--- config.mk ---
export PLATFORM = sky130hd
export DESIGN_NAME = n_term_io_pipe
export DESIGN_NICKNAME = d
export VERILOG_FILES = /design/src/rtl/n_term_io_pkg.sv /design/src/rtl/n_term_io_cells.sv /design/src/rtl/n_term_io_lane.sv /design/src/rtl/n_term_io_pipe.sv
export SDC_FILE = /design/constraint.sdc
export NUM_CORES = 1
export LEC_CHECK = 0
export BUFFER_PORTS_ARGS = -buffer_cell sky130_fd_sc_hd__clkbuf_2
export CAP_MARGIN = 20
export CORE_MARGIN = 4
export CORE_UTILIZATION = 43
export CTS_BUF_LIST = sky130_fd_sc_hd__clkbuf_16
export DETAILED_ROUTE_END_ITERATION = 16
export GPL_ROUTABILITY_DRIVEN = 0
export PLACE_DENSITY = 0.74
export SYNTH_ARGS = -nofsm -noshare
export SYNTH_HDL_FRONTEND = slang
export SYNTH_SLANG_ARGS = --single-unit
--- constraint.sdc ---
create_clock -name UserCLK -period 2.4 [get_ports UserCLK]
set_input_delay 0.36 -clock UserCLK [delete_from_list [all_inputs] [get_ports UserCLK]]
set_output_delay 0.36 -clock UserCLK [all_outputs]
set_load 0.01 [all_outputs]
--- src/rtl/n_term_io_pkg.sv ---
// Shared mode encodings and configuration field layout for the north-terminal turnaround tile.
package n_term_io_pkg;

    localparam int unsigned MODE_W = 2;
    localparam int unsigned CFG_W  = 8;

    typedef enum logic [MODE_W-1:0] {
        MODE_BYPASS = 2'b00,
        MODE_RETIME = 2'b01,
        MODE_FREEZE = 2'b10,
        MODE_ZERO   = 2'b11
    } laneMode_t;

    // Field index of each wire group inside the mode register
    localparam int unsigned G1_IDX  = 0;
    localparam int unsigned G2_IDX  = 1;
    localparam int unsigned G2B_IDX = 2;
    localparam int unsigned G4_IDX  = 3;

    function automatic laneMode_t groupMode(input logic [CFG_W-1:0] cfg, input int unsigned idx);
        return laneMode_t'(cfg[idx*MODE_W +: MODE_W]);
    endfunction

endpackage

--- src/rtl/n_term_io_cells.sv ---
// Plain buffer cells used for strobe and clock repeating.
module my_buf #(
    parameter int unsigned WIDTH = 1
) (
    input  logic [WIDTH-1:0] A,
    output logic [WIDTH-1:0] X
);
    assign X = A;
endmodule

module clk_buf (
    input  logic A,
    output logic X
);
    assign X = A;
endmodule

--- src/rtl/n_term_io_lane.sv ---
// One wire group: shift register that halts only in FREEZE, plus the mode-selected output mux.
module n_term_io_lane
    import n_term_io_pkg::*;
#(
    parameter int unsigned WIDTH      = 4,
    parameter int unsigned PIPE_DEPTH = 2
) (
    input  logic             clk,
    input  logic             rst,
    input  laneMode_t        mode,
    input  logic [WIDTH-1:0] dataIn,
    output logic [WIDTH-1:0] dataOut_c
);

    logic [WIDTH-1:0] stages [PIPE_DEPTH];
    logic             shiftEn;

    // Pipeline keeps real input history in every mode except FREEZE
    assign shiftEn = (mode != MODE_FREEZE);

    always_ff @(posedge clk or posedge rst) begin
        if (rst) begin
            for (int i = 0; i < PIPE_DEPTH; i++) begin
                stages[i] <= '0;
            end
        end else if (shiftEn) begin
            stages[0] <= dataIn;
            for (int i = 1; i < PIPE_DEPTH; i++) begin
                stages[i] <= stages[i-1];
            end
        end
    end

    always_comb begin
        dataOut_c = dataIn;
        unique case (mode)
            MODE_BYPASS: dataOut_c = dataIn;
            MODE_RETIME: dataOut_c = stages[PIPE_DEPTH-1];
            MODE_FREEZE: dataOut_c = stages[PIPE_DEPTH-1];
            MODE_ZERO:   dataOut_c = '0;
            default:     dataOut_c = dataIn;
        endcase
    end

endmodule

--- src/rtl/n_term_io_pipe.sv ---
// North-terminal tile: loops N*END back to S*BEG with a frame-configured mode per wire group.
module n_term_io_pipe
    import n_term_io_pkg::*;
#(
    parameter int unsigned W1              = 4,
    parameter int unsigned W2              = 8,
    parameter int unsigned W4              = 16,
    parameter int unsigned PIPE_DEPTH      = 2,
    parameter int unsigned MaxFramesPerCol = 20,
    parameter int unsigned FrameBitsPerRow = 32,
    parameter int unsigned CFG_FRAME       = 0,
    parameter int unsigned CFG_LSB         = 0
) (
    input  logic                       UserCLK,
    input  logic                       Reset,
    input  logic [W1-1:0]              N1END,
    input  logic [W2-1:0]              N2MID,
    input  logic [W2-1:0]              N2END,
    input  logic [W4-1:0]              N4END,
    output logic [W1-1:0]              S1BEG,
    output logic [W2-1:0]              S2BEG,
    output logic [W2-1:0]              S2BEGb,
    output logic [W4-1:0]              S4BEG,
    input  logic [FrameBitsPerRow-1:0] FrameData,
    input  logic [MaxFramesPerCol-1:0] FrameStrobe,
    output logic [MaxFramesPerCol-1:0] FrameStrobe_O,
    output logic                       UserCLKo
);

    logic [CFG_W-1:0] cfg;
    logic             unusedFrameData;

    // Only one byte of the frame row belongs to this tile
    assign unusedFrameData = ^FrameData;

    // Mode register; a held strobe rewrites it every edge
    always_ff @(posedge UserCLK or posedge Reset) begin
        if (Reset) begin
            cfg <= '0;
        end else if (FrameStrobe[CFG_FRAME]) begin
            cfg <= FrameData[CFG_LSB +: CFG_W];
        end
    end

    n_term_io_lane #(.WIDTH(W1), .PIPE_DEPTH(PIPE_DEPTH)) u_laneG1 (
        .clk       (UserCLK),
        .rst       (Reset),
        .mode      (groupMode(cfg, G1_IDX)),
        .dataIn    (N1END),
        .dataOut_c (S1BEG)
    );

    n_term_io_lane #(.WIDTH(W2), .PIPE_DEPTH(PIPE_DEPTH)) u_laneG2 (
        .clk       (UserCLK),
        .rst       (Reset),
        .mode      (groupMode(cfg, G2_IDX)),
        .dataIn    (N2MID),
        .dataOut_c (S2BEG)
    );

    n_term_io_lane #(.WIDTH(W2), .PIPE_DEPTH(PIPE_DEPTH)) u_laneG2b (
        .clk       (UserCLK),
        .rst       (Reset),
        .mode      (groupMode(cfg, G2B_IDX)),
        .dataIn    (N2END),
        .dataOut_c (S2BEGb)
    );

    n_term_io_lane #(.WIDTH(W4), .PIPE_DEPTH(PIPE_DEPTH)) u_laneG4 (
        .clk       (UserCLK),
        .rst       (Reset),
        .mode      (groupMode(cfg, G4_IDX)),
        .dataIn    (N4END),
        .dataOut_c (S4BEG)
    );

    my_buf #(.WIDTH(MaxFramesPerCol)) u_strobeBuf (
        .A (FrameStrobe),
        .X (FrameStrobe_O)
    );

    clk_buf u_clkBuf (
        .A (UserCLK),
        .X (UserCLKo)
    );

endmodule

==> results of run 1 <==
==> how the worst max path moves through the flow <==
stage	start	endpoint	slack (ps)	cells after the start
floorplan	UserCLK	UserCLKo	720	1
global placement	cfg[2]	S2BEG[2]	510	5
detailed placement	cfg[3]	S2BEG[2]	480	5
CTS	cfg[3]	S2BEG[2]	20	5
global route	cfg[3]	S2BEG[2]	60	5
finish	cfg[3]	S2BEG[2]	240	5
==> registers in the layout, indices dropped and copies added, names as in the netlist <==
signal / flops
u_laneG1.stages: 8
u_laneG2.stages: 16
u_laneG4.stages: 32
cfg: 8
u_laneG2b.stages: 16
==> routing by layer <==
metal,part of all wire [%],up-vias
met5,0,-
met2,48,71
li1,-,1164
met4,0.93,0
met1,46,1136
met3,5.7,12
==> synth_stat cells (all sizes together) <==
| cell | instances | area [µm²] |
|---|---|---|
| ha | 8 | 100 |
| clkbuf | 3 | 12.5 |
| a22o | 10 | 87.6 |
| buf | 37 | 337 |
| inv | 9 | 33.8 |
| dfrtp | 80 | 2000 |
| mux2 | 72 | 998 |
| nor2b | 2 | 12.5 |
| o21ai | 34 | 170 |
| nand2 | 60 | 225 |
==> cell type report <==
| type | instances | area, µm² |
|---|---|---|
| Sequential cell | 80 | 2000 |
| Clock inverter | 7 | 40.0 |
| Tap cell | 108 | 135 |
| Timing Repair Buffer | 88 | 478 |
| Multi-Input combinational cell | 186 | 1600 |
| Inverter | 9 | 37.5 |
| Clock buffer | 13 | 305 |
| Fill cell | 783 | 4250 |
==> kinds of logic after synthesis <==
kind of cell / Yosys count / synth area share, %
flops: 80 / 50.3
mux: 72 / 25.1
simple gates: 62 / 5.97
buf+inv: 49 / 9.62
compound gates: 44 / 6.48
fa+ha+maj: 8 / 2.52
==> through the flow <==
step           util [%]  total power [W]
3_5_place_dp       48.1          0.00246
6_report           52.0          0.00386
2_1_floorplan         -          0.00228
3_3_place_gp       48.1          0.00243
5_1_grt            52.0          0.00408
4_1_cts            51.9          0.00393
==> power groups by stage <==
stage	Sequential (W)	Combinational [W]	Clock [W]
2_1_floorplan	0.00162	0.000632	0.0000343
3_3_place_gp	0.00163	0.000770	0.0000251
3_5_place_dp	0.00165	0.000788	0.0000251
4_1_cts	0.00163	0.000792	0.00151
5_1_grt	0.00165	0.000859	0.00157
6_report	0.00163	0.000775	0.00146
==> critical path, cell delays in order (launching register included) <==
cell      delay, ps
dfrtp_1         340
inv_1            60
ha_1            320
nor2b_2         350
a22o_1          190
clkbuf_2        130
==> reports/metrics.cfg, run 1 <==
[power]
netSwitchingPower_w = 0.00100
power.density_mw_per_mm2 = 839
sequentialPowerShare_pct = 42.1
vdd_drop_max_v = 0.000433
switching_share_pct = 26.0
internal_power_w = 0.00285
leakagePower_nw = 2.25
combPwrFrac_pct = 20.1
p_clk_share_pct = 37.8

[clock_tree]
cts_tree = yes
cts_setup_buffers = 0
cts_resized = 0
clock_latency_ps = 430
clkTransAtPathRegs_ps = 60
postCtsHoldBufs = 0

[synth]
synth.cell_area_mm2 = 0.00398
syn_nets = 413
syn_inst = 315
synth.distinct_cells = 16
synth_seq_cells = 80
avgSynthCellArea_um2 = 12.6
synth_warnings = 0
yosysSeqAreaShare_pct = 50.3

[drt]
drt_iter0_markers = 28
wl_per_cell_um = 14.5
routed_via_density = 4.85
vias = 2383
final_antenna_net_count = 0
totalWireLength_mm = 7.10
drt_pre_antenna_iters = 4
drc = 0

[die]
num_io_pins = 147
core-area_mm2 = 0.00885
die_w_um = 104
die_area_mm2 = 0.0109
rows = 34
die_y_um = 104
initial_core_util_pct = 45.0

[layout]
syn_to_final_growth_pct = 15.6
fin_area_mm2 = 0.00460
nets = 476
drive_above_1_share_pct = 47.3
final_common_cell = clkbuf_2
antennaDiodeCount = 0
stdcell_count = 491
final_cell_mix = clkbuf_2 (84), dfrtp_1 (80), nand2_1 (60)

[critical_path]
worstPathMaxFanout = 10
r2r-start = cfg[6]
arrival_ps = 1800
rrSetupSlack_ps = 1000
crit_type = reg -> out
worst-endpoint-required_ps = 2040
cp-start-kind = register
crit_path_end_kind = primary output
r2r-end = u_laneG4.stages[20]
reg2regPathDepth = 4

[sta]
holdWs_ps = 4.46
finalClockSkew_ps = 5.81
fmax_ghz = 0.462
timing.final.crit_period_ps = 2160
maxSlewViolCount = 0
hold_viol = 0
max_slew.worst_pin.slew_ps = 655
slew_headroom_pct = 56.2
rsz0062_at_grt = no
finalSetupViolations = 0
worst_slack_ps = 236
finalSetupTns_ps = 0
finalCritPeriodShare_pct = 90.2

[grt]
use_met3_pct = 5.65
grt_pass1_vias = 2458
grt_pass1_wl_mm = 11.9
met1_usage_pct = 16.7
gr-total-overflow = 0
track_usage_pct = 13.5
grt_max_degree = 53
top_usage_layer = met2
antenna_found_initial = 0
met2_usage_pct = 21.5

[placement]
placed_cells = 472
dp_hpwl_mm = 4.90
dp_slack_ps = 476
port_buffers = 84
placed_area_mm2 = 0.00425

[worst_hold_path]
min_path_type = in -> async

[run_status]
status = finished, final reports clean

[job]
cap_viol_max_count = 0

No activity file was read; power rests on OpenSTA's default activity.
==> run 2: changes to the inputs <==
REMOVE_ABC_BUFFERS = 1   (was default)
==> reports/metrics.cfg, run 2 (synthesis results as in run 1) <==
[placement]
placed_cells = 474
dp_slack_ps = 456
dp_hpwl_mm = 5.52
port_buffers = 84
placed_area_mm2 = 0.00425

[clock_tree]
clkTransAtPathRegs_ps = 60
cts_setup_buffers = 0
cts_tree = yes
clock_latency_ps = 440

[critical_path]
crit_path_end_kind = primary output
worstPathMaxFanout = 10
arrival_ps = 1800
cp-start-kind = register
r2r-end = u_laneG4.stages[23]
r2r-start = cfg[6]
rrSetupSlack_ps = 720
worst-endpoint-required_ps = 2040
reg2regPathDepth = 4
crit_type = reg -> out

[grt]
antenna_found_initial = 0
track_usage_pct = 15.1
gr-total-overflow = 0
grt_max_degree = 43
grt_pass1_wl_mm = 13.3
grt_pass1_vias = 2726

[layout]
final_cell_mix = clkbuf_2 (84), dfrtp_1 (80), nand2_1 (60)
seq_area_mm2 = 0.00200
reg_top3 = u_laneG4.stages: 32 flops, u_laneG2.stages: 16 flops, u_laneG2b.stages: 16 flops
fin_area_mm2 = 0.00463
final_common_cell = clkbuf_2
regMostFlops = u_laneG4.stages
nets = 478
stdcell_count = 492
syn_to_final_growth_pct = 16.4
drive_above_1_share_pct = 47.1
antennaDiodeCount = 0
largest_reg_flops = 32
multi_input_area_mm2 = 0.00160
fillers = 812

[sta]
timing.final.crit_period_ps = 2160
rsz0062_at_grt = no
finalSetupViolations = 0
holdWs_ps = -7.03
max_slew.worst_pin.slew_ps = 697
worst_slack_ps = 235
maxSlewViolCount = 0
finalCritPeriodShare_pct = 90.2
slew_headroom_pct = 53.5
hold_viol = 11
fmax_ghz = 0.462
finalClockSkew_ps = 6.32

[die]
initial_core_util_pct = 45.0
rows = 34
num_io_pins = 147
core-area_mm2 = 0.00885
die_w_um = 104
die_area_mm2 = 0.0109
die_y_um = 104

[worst_hold_path]
min_path_type = in -> async

[power]
sequentialPowerShare_pct = 40.0
vdd_drop_max_v = 0.000696
netSwitchingPower_w = 0.00101
combPwrFrac_pct = 19.1
internal_power_w = 0.00306
p_clk_share_pct = 40.9
leakagePower_nw = 2.28
switching_share_pct = 24.8
power.density_mw_per_mm2 = 878

[drt]
drt_pre_antenna_iters = 3
wl_per_cell_um = 15.8
vias = 2448
routed_via_density = 4.98
drc = 0
final_antenna_net_count = 0
totalWireLength_mm = 7.78
drt_iter0_markers = 39

[job]
cap_viol_max_count = 0

[run_status]
status = finished with violations
violations = negative hold slack

==> run 2: cell types whose count changed in the layout (fill, tap and decap cells not counted), sizes merged <==
cell      delta
buf          +2
bufinv       +2
clkinvlp     -3
==> run 2: layout make-up <==
cell class / count / area share (%)
flip-flops and latches: 80 / 43.2
multi-input cells: 186 / 34.5
repair buffers: 90 / 10.4
clock buffers: 13 / 6.59
well taps: 108 / 2.92
clock inverters: 6 / 1.65
inverters: 9 / 0.756
==> run 2: worst max-delay path by stage <==
stage,from,to,cells after the start
after floorplan,Reset,cfg[0],1
after global routing,cfg[2],S2BEG[5],5
after global placement,cfg[2],S2BEG[5],5
final,cfg[2],S2BEG[5],5
after detailed placement,cfg[2],S2BEG[3],5
after CTS,cfg[2],S2BEG[3],5
==> run 2: power by group through the flow <==
stage / clock network (W) / logic (W) / registers [W]
floorplan: 0 / 0.000548 / 0.00162
finish: 0.00166 / 0.000778 / 0.00163
CTS: 0.00171 / 0.000797 / 0.00163
global placement: 0.0000251 / 0.000769 / 0.00164
detailed placement: 0.0000251 / 0.000795 / 0.00165
global route: 0.00177 / 0.000863 / 0.00165
==> run 2: worst max-delay path, cell delays in order (launching register included) <==
cell and delay [ps]:
dfrtp_1 320, inv_1 60, ha_1 330, nor2b_2 330, a22o_1 190, clkbuf_2 130
==> run 2: per-stage QoR <==
step | TNS (ps) | utilization, % | total power (W)
finish | 0 | 52.4 | 0.00407
global route | 0 | 52.4 | 0.00429
CTS | 0 | 52.4 | 0.00414
detailed placement | 0 | 48.1 | 0.00247
global placement | 0 | 48.1 | 0.00243
floorplan | -939 | - | 0.00216
==> run 2: timing repair <==
item                       4_1_cts  5_1_grt
hold buffers                     0        0
gates resized for setup          1        0
setup endpoints to repair        2        0
==> run 2: metal layers <==
metal / up-vias / part of all wire (%) / track usage [%]
li1: 1163 / - / -
met2: 94 / 46 / 23.5
met5: - / 0.50 / 2.86
met1: 1182 / 44 / 18.1
met4: 2 / 0.51 / 3.80
met3: 7 / 8.6 / 8.26
